$ cat config.mk
export PLATFORM = sky130hd
export DESIGN_NAME = pipe_stage_buf
export DESIGN_NICKNAME = d
export VERILOG_FILES = /design/src/rtl/pipe_stage_buf_pkg.sv /design/src/rtl/pipe_stage_mem.sv /design/src/rtl/pipe_stage_buf.sv
export SDC_FILE = /design/constraint.sdc
export NUM_CORES = 1
export LEC_CHECK = 0
export ABC_AREA = 1
export CAP_MARGIN = 30
export CORE_UTILIZATION = 35
export CTS_BUF_LIST = sky130_fd_sc_hd__clkbuf_8
export DETAILED_ROUTE_END_ITERATION = 10
export MAX_ROUTING_LAYER = met4
export PLACE_DENSITY = 0.79
export SYNTH_ARGS = -nofsm -noshare
export SYNTH_HDL_FRONTEND = slang
export SYNTH_SLANG_ARGS = --single-unit
$ cat constraint.sdc
create_clock -name clk -period 6.3 [get_ports clk]
set_input_delay 1.26 -clock clk [delete_from_list [all_inputs] [get_ports clk]]
set_output_delay 1.26 -clock clk [all_outputs]
set_load 0.02 [all_outputs]
$ cat src/rtl/pipe_stage_buf_pkg.sv
// Shared constants and types for the elastic pipeline stage (pipe_stage_buf).
package pipe_stage_buf_pkg;

  localparam int PIPE_MAX_DEPTH = 8;

  typedef struct packed {
    logic push;
    logic pop;
  } xfer_t;

  function automatic int ptr_width(input int depth);
    return (depth > 1) ? $clog2(depth) : 1;
  endfunction

endpackage

$ cat src/rtl/pipe_stage_mem.sv
// DEPTH x WIDTH payload storage for pipe_stage_buf: one write port, one async read port.
module pipe_stage_mem #(
  parameter int WIDTH = 64,
  parameter int DEPTH = 1,
  parameter int PTR_W = 1
) (
  input  logic             clk,
  input  logic             we,
  input  logic [PTR_W-1:0] waddr,
  input  logic [WIDTH-1:0] wdata,
  input  logic [PTR_W-1:0] raddr,
  output logic [WIDTH-1:0] rdata
);

  logic [WIDTH-1:0] mem_q [DEPTH];
  logic [WIDTH-1:0] mem_d [DEPTH];

  // Payload is never reset; the parent masks stale entries using its occupancy count.
  always_comb begin
    mem_d = mem_q;
    if (we) begin
      mem_d[waddr] = wdata;
    end
  end

  always_ff @(posedge clk) begin
    mem_q <= mem_d;
  end

  assign rdata = mem_q[raddr];

endmodule

$ cat src/rtl/pipe_stage_buf.sv
// Elastic pipeline stage: WIDTH-bit payload, DEPTH-entry buffer, valid/ready, flush and rdy freeze.
// Define PIPE_STAGE_PERF_EN to build the saturating stall/flush performance counters.
module pipe_stage_buf
  import pipe_stage_buf_pkg::*;
#(
  parameter int WIDTH = 64,
  parameter int DEPTH = 1,
  parameter int CNT_W = 16
) (
  input  logic                         clk,
  input  logic                         rst,
  input  logic                         rdy,
  input  logic                         flush,
  input  logic                         in_valid,
  output logic                         in_ready,
  input  logic [WIDTH-1:0]             in_data,
  output logic                         out_valid,
  input  logic                         out_ready,
  output logic [WIDTH-1:0]             out_data,
  output logic [$clog2(DEPTH+1)-1:0]   count,
  output logic [CNT_W-1:0]             stall_cnt,
  output logic [CNT_W-1:0]             flush_cnt
);

  localparam int PTR_W = ptr_width(DEPTH);
  localparam int CW    = $clog2(DEPTH + 1);

  if (DEPTH < 1 || DEPTH > PIPE_MAX_DEPTH) begin : g_depth_chk
    $error("pipe_stage_buf: DEPTH=%0d outside legal range 1..%0d", DEPTH, PIPE_MAX_DEPTH);
  end

  logic [PTR_W-1:0] rd_ptr_q, rd_ptr_d;
  logic [PTR_W-1:0] wr_ptr_q, wr_ptr_d;
  logic [CW-1:0]    count_q, count_d;
  logic             full;
  logic             empty;
  logic             mem_we;
  logic [WIDTH-1:0] rd_data;
  xfer_t            xfer;

  function automatic logic [PTR_W-1:0] ptr_inc(input logic [PTR_W-1:0] p);
    return (p == PTR_W'(DEPTH - 1)) ? '0 : p + 1'b1;
  endfunction

  assign full  = (count_q == CW'(DEPTH));
  assign empty = (count_q == '0);

  // A single-entry stage may refill in the same cycle it drains; deeper stages stay registered.
  if (DEPTH == 1) begin : g_pass
    assign in_ready = rdy && (!full || out_ready);
  end else begin : g_fifo
    assign in_ready = rdy && !full;
  end

  assign out_valid = rdy && !empty;

  always_comb begin
    xfer.push = in_valid && in_ready;
    xfer.pop  = out_valid && out_ready;
  end

  always_comb begin
    rd_ptr_d = rd_ptr_q;
    wr_ptr_d = wr_ptr_q;
    count_d  = count_q;
    mem_we   = 1'b0;
    if (rdy) begin
      if (flush) begin
        rd_ptr_d = '0;
        wr_ptr_d = '0;
        count_d  = '0;
      end else begin
        if (xfer.push) begin
          mem_we   = 1'b1;
          wr_ptr_d = ptr_inc(wr_ptr_q);
        end
        if (xfer.pop) begin
          rd_ptr_d = ptr_inc(rd_ptr_q);
        end
        if (xfer.push && !xfer.pop) begin
          count_d = count_q + CW'(1);
        end else if (xfer.pop && !xfer.push) begin
          count_d = count_q - CW'(1);
        end
      end
    end
  end

  always_ff @(posedge clk) begin
    if (!rst) begin
      rd_ptr_q <= '0;
      wr_ptr_q <= '0;
      count_q  <= '0;
    end else begin
      rd_ptr_q <= rd_ptr_d;
      wr_ptr_q <= wr_ptr_d;
      count_q  <= count_d;
    end
  end

  pipe_stage_mem #(
    .WIDTH (WIDTH),
    .DEPTH (DEPTH),
    .PTR_W (PTR_W)
  ) u_mem (
    .clk   (clk),
    .we    (mem_we),
    .waddr (wr_ptr_q),
    .wdata (in_data),
    .raddr (rd_ptr_q),
    .rdata (rd_data)
  );

  // An empty stage presents an all-zero bubble so downstream decode sees a NOP.
  assign out_data = empty ? '0 : rd_data;
  assign count    = count_q;

`ifdef PIPE_STAGE_PERF_EN
  logic [CNT_W-1:0] stall_cnt_q, stall_cnt_d;
  logic [CNT_W-1:0] flush_cnt_q, flush_cnt_d;

  always_comb begin
    stall_cnt_d = stall_cnt_q;
    flush_cnt_d = flush_cnt_q;
    if (rdy) begin
      if (out_valid && !out_ready && (stall_cnt_q != '1)) begin
        stall_cnt_d = stall_cnt_q + 1'b1;
      end
      if (flush && (flush_cnt_q != '1)) begin
        flush_cnt_d = flush_cnt_q + 1'b1;
      end
    end
  end

  always_ff @(posedge clk) begin
    if (!rst) begin
      stall_cnt_q <= '0;
      flush_cnt_q <= '0;
    end else begin
      stall_cnt_q <= stall_cnt_d;
      flush_cnt_q <= flush_cnt_d;
    end
  end

  assign stall_cnt = stall_cnt_q;
  assign flush_cnt = flush_cnt_q;
`else
  assign stall_cnt = '0;
  assign flush_cnt = '0;
`endif

endmodule

# Yosys cells after proc, flatten, opt, wreduce, memory -nomap -nowiden
# Cells that the tools add are included.
[classes]
reduce_logical = 17
n_addsub = 4
muxes = 16
magnitude_cmp = 3
[ops]
columns = ["cell", "n"]
rows = [
  ["two-way mux 64 bit", 3],
  ["bitwise mux 64 bit", 1],
  ["two-way mux 1 bit", 12],
  ["logical AND 1 bit", 7],
  ["AND reduction 2 bit", 3],
  ["nonzero test 2 bit", 2],
  ["adder 1 bit (second input constant)", 3],
  ["logical NOT 1 bit", 3],
  ["nonzero test 3 bit", 1],
  ["< comparator 1 bit (second input constant)", 2],
  ["greater-or-equal comparator 1 bit (second input constant)", 1],
  ["logical OR 1 bit", 1],
  ["subtractor 1 bit (second input constant)", 1],
]
[totals]
reg_bits = 67
word_cells = 44

# Longest topological paths before layout
# Gate-level depths: netlist (run 1).
[logic_depth]
depth_word = 9
depth_mapped = 4

# Hierarchy
# Synthesis (run 1) repeated with hierarchy kept, for this count alone.
[hier_totals]
cells_unflattened = 250
area_unflattened_um2 = 2829.0
[by_module_without_submodules]
columns = ["mod", "instances", "area_each_um2", "cells_per_inst"]
rows = [
  ["pipe_stage_mem", 1, 1931.9, 66],
  ["pipe_stage_buf", 1, 897.1, 184],
]

# Worst setup path after synthesis (run 1)
# OpenSTA, ideal clock, no wires.
[synth_path]
path_kind = "input -> register"
startpoint = "input flush"
endpoint = "register u_mem.mem_q[0] in the netlist's numbering, enable pin"
cell_stages = 1
setup_slack_ns = 0.010
setup_ns = 0.565
t_arrival_ns = 5.724
required_time_ns = 5.735
path_buffers = 0
cell_sequence = "nor3_1"
[synth_between]
elab_chain_cells = 2
[synth_rtl]
columns = ["item", "line", "source"]
rows = [
  ["start, declared", "pipe_stage_buf.sv:13", "input logic flush,"],
  ["two-way mux 1 bit", "pipe_stage_buf.sv:68", "if (flush) begin"],
  ["two-way mux 1 bit", "pipe_stage_buf.sv:67", "if (rdy) begin"],
  ["end signal, assigned", "pipe_stage_mem.sv:27", "mem_q <= mem_d;"],
  ["end, declared", "pipe_stage_mem.sv:15", "logic [WIDTH-1:0] mem_q [DEPTH];"],
]
# No other way between the ends.
# A chain may end at the register's enable or synchronous reset.

# Worst setup path in the final report (run 1)
[layout_path]
startpoint = "input rdy"
endpoint = "output in_ready"
[layout_between]
elab_chain_cells = 1
[layout_rtl]
columns = ["item", "line", "source"]
rows = [
  ["start, declared", "pipe_stage_buf.sv:12", "input logic rdy,"],
  ["logical AND 1 bit", "pipe_stage_buf.sv:50", "assign in_ready = rdy && (!full || out_ready);"],
  ["end, declared", "pipe_stage_buf.sv:15", "output logic in_ready,"],
]
# No other way between the ends.

==> results of run 1 <==
-- final cells by class --
class	instances	area share, %
Sequential cell	65	44.61
Timing Repair Buffer	138	31.60
Multi-Input combinational cell	106	9.882
Inverter	69	5.947
Tap cell	102	2.930
Clock buffer	9	2.844
Clock inverter	7	2.183
-- worst min-delay path: cells and delay by family (launching register included) --
family | cells | cell delay, ns
flip-flops | 1 | 0.51
buffers and inverters | 2 | 0.47
AND/OR/NAND/NOR | 2 | 0.11
AO/OA/AOI/OAI | 1 | 0.03
-- layout by cell type (no fill, tap or decap), types with 2 or more instances in the layout --
master           instances
nor2_1                   2
conb_1                  32
buf_4                    2
inv_2                   10
clkinv_4                 2
clkdlybuf4s50_1        136
clkinv_2                 2
bufinv_16                2
clkbuf_8                 9
nand2_1                 60
edfxtp_1                64
nand2_2                 10
inv_1                   59
-- cell usage after synthesis --
cell type	number
nor3_1	1
buf_4	33
dfxtp_1	1
edfxtp_1	64
conb_1	1
inv_1	59
buf_2	1
a21oi_1	1
buf_6	5
nor2_1	2
nand2_1	60
inv_2	10
nand2_2	10
-- routing by layer --
layer | up-vias | wire length [um] | share of wire (%)
li1 | 957 | - | -
met1 | 887 | 2132 | 39
met2 | 118 | 2758 | 50
met3 | 10 | 496 | 9.1
met4 | 0 | 91 | 1.7
met5 | - | 0 | 0
-- logic make-up (layout without fill, tap and decap cells) --
| family | Yosys count | in the layout | share of synthesized area (%) |
|---|---|---|---|
| buffers and inverters | 108 | 223 | 20.15 |
| AO/OA/AOI/OAI | 1 | 1 | 0.1774 |
| other | 1 | 32 | 0.1330 |
| flip-flops | 65 | 65 | 68.89 |
| AND/OR/NAND/NOR | 73 | 73 | 10.65 |
-- metrics by stage --
| step | setup slack [ns] | cell area, um2 | cells |
|---|---|---|---|
| after floorplan | 0.01010 | 2935 | 279 |
| after global placement | 2.495 | 4136 | 480 |
| after detailed placement | 2.486 | 4136 | 480 |
| after CTS | 2.468 | 4355 | 496 |
| after global routing | 2.434 | 4355 | 496 |
| final | 2.480 | 4355 | 496 |
-- power by group --
| part | leakage [nW] | internal, mW | switching (mW) | total, mW |
|---|---|---|---|---|
| combinational | 1.32 | 0.0641 | 0.0620 | 0.126 |
| clock | 0.109 | 0.222 | 0.161 | 0.384 |
| sequential | 0.596 | 0.490 | 0.00641 | 0.496 |
| total | 2.02 | 0.777 | 0.230 | 1.01 |
-- sequential cells by signal (all words and copies together) (netlist names) --
name / cells
count: 1
u_mem.mem_q: 64
-- worst max-delay path by stage --
| stage | startpoint | to | slack [ns] | cells past startpoint |
|---|---|---|---|---|
| after global routing | rdy | in_ready | 2.43 | 4 |
| after global placement | rdy | in_ready | 2.50 | 4 |
| after floorplan | flush | u_mem.mem_q[0]$_DFFE_PP_ | 0.01 | 1 |
| after CTS | rdy | in_ready | 2.47 | 4 |
| final | rdy | in_ready | 2.48 | 4 |
| after detailed placement | rdy | in_ready | 2.49 | 4 |
==> flow_metrics.env, run 1 <==
export IMPL_status="finished clean"
export IMPL_ys_top_cells_by_area="edfxtp_1 (68%), buf_4 (8.8%), nand2_1 (8.0%), inv_1 (7.9%), nand2_2 (2.2%)"
export IMPL_hold_buffers=0
export IMPL_total_power_mw=1.006
export IMPL_crit_top_cell="clkdlybuf4s50_1"
export IMPL_ys_seq_elements=65
export IMPL_grt_util_met1_pct=14.55
export IMPL_hold_depth=5
export IMPL_reg2reg_from="count$_SDFFE_PN0P_"
export IMPL_synthDistinctLibCells=13
export IMPL_ir_drop_mv=0.1509
export IMPL_grt_util_met2_pct=23.81
export IMPL_num_fill_cells=668
export IMPL_cts_buffer_depth=2
export IMPL_place_congestion=0.6882
export IMPL_nets=459
export IMPL_ys_seq_area_share_pct=68.89
export IMPL_syn2layout_area_growth_pct=54.51
export IMPL_maxSlewHeadroom_pct=46.88
export IMPL_synth_top_cell_area_share_pct=68.18
export IMPL_grt_pass1_wl_um=8576
export IMPL_netlist_area_um2=2819
export IMPL_r2r_end="u_mem.mem_q[25]$_DFFE_PP_"
export IMPL_r2r_worst_path_cells=5
export IMPL_dieArea_um2=8417
export IMPL_critical_path_arrival_ns=2.56
export IMPL_slew_viol_final=0
export IMPL_coreArea_um2=7767
export IMPL_critPathSlowestCell="clkdlybuf4s50_1"
export IMPL_utilization_pct=56.07
export IMPL_critPathBufInv=3
export IMPL_drv_cap=0
export IMPL_grt_max_degree=65
export IMPL_holdPathEnd="count$_SDFFE_PN0P_"
export IMPL_powerDensity_nw_per_um2=231.0
export IMPL_first_pass_iters=6
export IMPL_fin_skew_ns=0.006672
export IMPL_gr_usage_met3_pct=4.975
export IMPL_portBuffers=136
export IMPL_yosys_warnings=0
export IMPL_vias=1972
export IMPL_fp_dieW_um=91.75
export IMPL_hpwl_um=3894
export IMPL_tightest_slew_ns=0.7967
export IMPL_clk_pin_slew_worst_paths_ns=0.07
export IMPL_grt_busiest_layer="met2"
export IMPL_ant_nets=0
export IMPL_synth_cells=248
export IMPL_multi_input_area_um2=430.4
export IMPL_final_seq_area_um2=1943
export IMPL_critical_path_max_stage_delay_ns=0.60
export IMPL_die_y_um=91.75
export IMPL_avgSynthCellArea_um2=11.37
export IMPL_overflow=0
export IMPL_regToRegSetupSlack_ns=4.03
export IMPL_drt_iter0_drc=66
export IMPL_cp_cell_sequence="clkdlybuf4s50_1, inv_1, nor2_1, clkdlybuf4s50_1"
export IMPL_rows=32
export IMPL_endpoint_kind="output port"
export IMPL_required_ns=5.04
export IMPL_worst_hold_path_type="register to register"
export IMPL_clockRootBuffer="clkbuf_8"
export IMPL_worstPathMaxFanout=4
export IMPL_avgRoutedWirePerCell_um=11.05
export IMPL_initial_core_util_pct=36.29
export IMPL_cts_tree="built"
export IMPL_drc_errors=0
export IMPL_crit_type="input port to output port"
export IMPL_fin_crit_ns=3.820
export IMPL_grt_pass1_vias=1858
export IMPL_drive_gt1_share_pct=10.15
export IMPL_io_pins=169
export IMPL_cts_made_buffers=9
export IMPL_rsz0062_at_grt="no"
export IMPL_antenna_cells=0
export IMPL_startpoint_type="input port"
export IMPL_power_leakage_nw=2.023
export IMPL_cpLargestDelayFamily="buffers and inverters"
export IMPL_cts_setup_buffers=0
export IMPL_totalNegativeSetupSlack_ns=0
export IMPL_cts_repair_resized=0
export IMPL_antenna_found_initial=0
export IMPL_fmax_ghz=0.2618
export IMPL_cts_sinks=65
export IMPL_wl_um=5479
export IMPL_htreeDepth=3
export IMPL_fin_crit_sh_pct=60.64
export IMPL_grtUsageTotal_pct=14.03
export IMPL_final_hold_viol_count=0
export IMPL_clk_latency_ns=0.34
export IMPL_hold_ws_ns=1.167
export IMPL_via_per_inst=3.976
export IMPL_synth_top_cell_by_area="edfxtp_1"
export IMPL_hp_start="count$_SDFFE_PN0P_"
export IMPL_setup_violations=0
Note: power is estimated with default switching activity, not from simulation.
==> run 2, diff against run 1 <==
Settings changed: CORE_UTILIZATION 35 to 39, PLACE_DENSITY 0.79 to 0.83.
Clock period 6.3 ns to 3.77 ns, I/O delays scaled along.
==> run 2 against run 1 <==
Net effect: flip-flop and latch count stayed put; clock skew is 0.00097 ns lower; count of clock-buffer cells in the layout stayed put; via count is 0.35% higher; global-route usage is 2.3 points higher; worst setup slack worse by 1.6 ns; critical endpoint unchanged.
==> flow_metrics.env, run 2 (synthesized netlist as in run 1, its figures left out) <==
export IMPL_portBuffers=136
export IMPL_drc_errors=0
export IMPL_grtUsageTotal_pct=16.33
export IMPL_worstPathMaxFanout=54
export IMPL_tightest_slew_ns=0.7979
export IMPL_grt_util_met1_pct=17.04
export IMPL_grt_util_met2_pct=27.27
export IMPL_status="finished clean"
export IMPL_endpoint_kind="output port"
export IMPL_avgRoutedWirePerCell_um=11.48
export IMPL_instances_no_fill=491
export IMPL_fin_crit_sh_pct=76.94
export IMPL_maxSlewHeadroom_pct=46.81
export IMPL_cts_buffer_depth=2
export IMPL_dp_cells=474
export IMPL_worst_slack_ns=0.8692
export IMPL_total_power_mw=1.755
export IMPL_grt_pass1_wl_um=8797
export IMPL_drv_cap=0
export IMPL_nets=459
export IMPL_critical_path_arrival_ns=2.15
export IMPL_grt_pass1_vias=1973
export IMPL_htreeDepth=3
export IMPL_vias=1979
export IMPL_required_ns=3.02
export IMPL_clk_pin_slew_worst_paths_ns=0.07
export IMPL_placed_cell_area_um2=4148
export IMPL_largest_register_ffs=64
export IMPL_wl_um=5638
export IMPL_fin_skew_ns=0.005706
export IMPL_largest_register="u_mem.mem_q"
export IMPL_fp_dieW_um=87.02
export IMPL_crit_type="register to output port"
export IMPL_final_cell_mix="clkdlybuf4s50_1 (136), edfxtp_1 (64), nand2_1 (60)"
export IMPL_worst_hold_path_type="input port to register"
export IMPL_crit_top_cell="nor2_1"
export IMPL_critPathSlowestCell="dfxtp_2"
export IMPL_ant_nets=0
export IMPL_drive_gt1_share_pct=9.898
export IMPL_fmax_ghz=0.3447
export IMPL_startpoint_type="register"
export IMPL_coreArea_um2=6907
export IMPL_place_congestion=0.8198
export IMPL_dieArea_um2=7572
export IMPL_via_per_inst=4.031
export IMPL_rsz0062_at_grt="no"
export IMPL_antenna_found_initial=1
export IMPL_powerDensity_nw_per_um2=399.4
export IMPL_cts_repair_resized=0
export IMPL_first_pass_iters=4
export IMPL_pre_cts_slack_ns=0.9114
export IMPL_cts_setup_buffers=0
export IMPL_overflow=0
export IMPL_mostFrequentLayoutCell="clkdlybuf4s50_1"
export IMPL_hold_ws_ns=0.9576
export IMPL_totalNegativeSetupSlack_ns=0
export IMPL_cts_tree="built"
export IMPL_cts_sinks=65
export IMPL_critical_path_max_stage_delay_ns=0.58
export IMPL_fin_crit_ns=2.901
export IMPL_clockRootBuffer="clkbuf_8"
export IMPL_power_leakage_nw=2.036
export IMPL_final_hold_viol_count=0
export IMPL_cp_cell_sequence="buf_12, inv_1, nor2_1, nor2_1, clkdlybuf4s50_1"
export IMPL_postLayoutCellArea_um2=4393
export IMPL_die_y_um=87.02
export IMPL_io_pins=169
export IMPL_rows=30
export IMPL_utilization_pct=63.61
export IMPL_cts_made_buffers=9
export IMPL_gr_usage_met3_pct=5.024
export IMPL_grt_max_degree=65
export IMPL_clk_latency_ns=0.33
export IMPL_ir_drop_mv=0.2369
export IMPL_setup_violations=0
export IMPL_syn2layout_area_growth_pct=55.84
export IMPL_hpwl_um=4002
export IMPL_hold_buffers=0
export IMPL_drt_iter0_drc=76
export IMPL_initial_core_util_pct=40.82
export IMPL_grt_busiest_layer="met2"
export IMPL_slew_viol_final=0
## run 2: cell count changes in the layout (fill, tap and decap cells not counted)
cell | before | now
clkinv_2 | 2 | 0
buf_12 | 0 | 1
buf_4 | 2 | 1
bufinv_16 | 2 | 3
clkinv_1 | 0 | 1
diode_2 | 0 | 1
nor3_2 | 1 | 0
nor3_4 | 0 | 1
## run 2: layout make-up
class / count / area, um2
fillers: 538 / 2514
flip-flops and latches: 65 / 1943
repair buffers: 138 / 1389
multi-input cells: 106 / 436.7
inverters: 69 / 259.0
clock buffers: 9 / 123.9
well taps: 96 / 120.1
clock inverters: 7 / 118.9
diodes: 1 / 2.502
## run 2: worst max-delay path, delay by kind of cell (launching register included)
kind / cells / cell delay [ns]
simple gates: 2 / 0.29
buf+inv: 3 / 0.90
flops: 1 / 0.58
## run 2: per-layer routing
metal / routed length (um) / share of wire, %
met1: 2146 / 38
met2: 2928 / 52
met3: 422 / 7.5
met4: 140 / 2.5
met5: 0 / 0
## run 2: worst paths after layout
kind / to / cells after the start / start / slack (ns)
worst max-delay path: in_ready / 5 / count$_SDFFE_PN0P_ / 0.87
worst min-delay path: count$_SDFFE_PN0P_ / 3 / rst / 0.96
worst max register to register: u_mem.mem_q[3]$_DFFE_PP_ / 5 / count$_SDFFE_PN0P_ / 1.71
worst min register to register: count$_SDFFE_PN0P_ / 5 / count$_SDFFE_PN0P_ / 0.98
## run 2: power breakdown
part / switching, mW / internal, mW / leakage [nW] / total [mW]
combinational: 0.107 / 0.109 / 1.32 / 0.216
sequential: 0.00867 / 0.819 / 0.596 / 0.827
clock: 0.272 / 0.439 / 0.117 / 0.711
==> run 3, diff against run 2 <==
Clock period 3.77 ns to 2.9 ns, I/O delays scaled along.
==> run 3 against run 2 <==
Net effect: cell count stayed put; clock skew is 0.0038 ns higher; sequential power is 31% higher; non-clock buffer count stayed put; critical path depth is 1 lower; largest power group unchanged; die area stayed put.
==> flow_metrics.env, run 3 (synthesized netlist as in run 1, its figures left out) <==
export IMPL_status="finished clean"
export IMPL_grt_max_degree=65
export IMPL_drive_gt1_share_pct=10.15
export IMPL_placed_cell_area_um2=4160
export IMPL_htreeDepth=3
export IMPL_dieArea_um2=7572
export IMPL_grt_pass1_vias=1917
export IMPL_rows=30
export IMPL_hold_buffers=0
export IMPL_setup_violations=0
export IMPL_io_pins=169
export IMPL_avgRoutedWirePerCell_um=11.53
export IMPL_totalNegativeSetupSlack_ns=0
export IMPL_clk_pin_slew_worst_paths_ns=0.07
export IMPL_cts_buffer_depth=2
export IMPL_critPathSlowestCell="clkdlybuf4s50_1"
export IMPL_nets=459
export IMPL_coreArea_um2=6907
export IMPL_fmax_ghz=0.3875
export IMPL_gr_usage_met3_pct=4.834
export IMPL_grt_pass1_wl_um=8493
export IMPL_power_leakage_nw=2.032
export IMPL_vias=1948
export IMPL_overflow=0
export IMPL_drc_errors=0
export IMPL_worst_hold_path_type="register to register"
export IMPL_slew_viol_final=0
export IMPL_cts_sinks=65
export IMPL_cts_setup_buffers=0
export IMPL_worstPathMaxFanout=53
export IMPL_powerDensity_nw_per_um2=499.1
export IMPL_fp_dieW_um=87.02
export IMPL_die_y_um=87.02
export IMPL_mostFrequentLayoutCell="clkdlybuf4s50_1"
export IMPL_fin_crit_sh_pct=89.00
export IMPL_critPathBufInv=3
export IMPL_cts_tree="built"
export IMPL_critical_path_arrival_ns=2.00
export IMPL_critical_path_max_stage_delay_ns=0.61
export IMPL_cts_made_buffers=9
export IMPL_largest_register_ffs=64
export IMPL_grtUsageTotal_pct=15.83
export IMPL_cpLargestDelayFamily="buffers and inverters"
export IMPL_grt_busiest_layer="met2"
export IMPL_ir_drop_mv=0.3268
export IMPL_via_per_inst=3.967
export IMPL_rsz0062_at_grt="no"
export IMPL_first_pass_iters=4
export IMPL_initial_core_util_pct=40.82
export IMPL_syn2layout_area_growth_pct=55.44
export IMPL_wl_um=5663
export IMPL_grt_util_met1_pct=16.49
export IMPL_final_hold_viol_count=0
export IMPL_hpwl_um=4094
export IMPL_cts_repair_resized=0
export IMPL_grt_util_met2_pct=27.27
export IMPL_fin_crit_ns=2.581
export IMPL_place_congestion=0.8178
export IMPL_clk_latency_ns=0.33
export IMPL_antenna_found_initial=1
export IMPL_clockRootBuffer="clkbuf_8"
export IMPL_largest_register="u_mem.mem_q"
export IMPL_drv_cap=0
export IMPL_final_cell_mix="clkdlybuf4s50_1 (136), edfxtp_1 (64), nand2_1 (60)"
export IMPL_cp_cell_sequence="buf_12, nand2_1, inv_1, clkdlybuf4s50_1"
export IMPL_fin_skew_ns=0.009519
export IMPL_drt_iter0_drc=74
export IMPL_required_ns=2.32
export IMPL_portBuffers=136
export IMPL_postLayoutCellArea_um2=4382
export IMPL_ant_nets=0
export IMPL_crit_type="register to output port"
export IMPL_startpoint_type="register"
export IMPL_endpoint_kind="output port"
-- run 3: cell count changes in the layout (fill, tap and decap cells not counted) --
| cell | delta |
|---|---|
| clkinv_2 | +2 |
| buf_12 | +1 |
| buf_4 | -1 |
| bufinv_16 | -1 |
| clkinv_1 | -1 |
-- run 3: worst paths after layout --
kind / endpoint / slack [ns] / startpoint / cells after the start
setup / recovery: out_data[56] / 0.32 / count$_SDFFE_PN0P_ / 4
hold / removal: count$_SDFFE_PN0P_ / 0.78 / count$_SDFFE_PN0P_ / 4
setup reg to reg: u_mem.mem_q[5]$_DFFE_PP_ / 1.40 / count$_SDFFE_PN0P_ / 4
hold reg to reg: count$_SDFFE_PN0P_ / 0.78 / count$_SDFFE_PN0P_ / 4
-- run 3: tightest hold or removal path, delay by kind of cell, from the launching register on --
kind	cells	cell delay, ns
AO/OA/AOI/OAI	1	0.05
flip-flops	1	0.44
AND/OR/NAND/NOR	2	0.13
buffers and inverters	1	0.12
-- run 3: final cells by class --
class                      count  area [um2]
multi-input combinational    106       436.7
timing repair buffer         138        1401
inverter                      69       259.0
antenna                        1       2.502
sequential                    65        1943
tap                           96       120.1
clock buffer                   9       123.9
fill                         543        2525
clock inverter                 7       95.09
-- run 3: report_power, final --
group	switching [mW]	total (mW)	internal, mW
Clock	0.345	0.828	0.483
Combinational	0.140	0.283	0.143
Sequential	0.0117	1.08	1.06
Total	0.496	2.19	1.69
-- run 3: through the flow --
stage          instances  utilization (%)  worst slack, ns  hold slack [ns]  power (mW)
2_1_floorplan        279                -           0.2298           0.6309       1.254
3_3_place_gp         474            60.24           0.4636           0.7212       1.373
3_5_place_dp         474            60.24           0.4002           0.7598       1.381
4_1_cts              490            63.41           0.3035           0.7704       2.211
5_1_grt              491            63.44           0.2252           0.7859       2.273
6_report             491            63.44           0.3191           0.7811       2.187
-- run 3: routing by layer --
metal  wire [um]  vias up
li1            -      957
met1        2167      879
met2        3011      106
met3         411        6
met4          73        0
met5           0        -
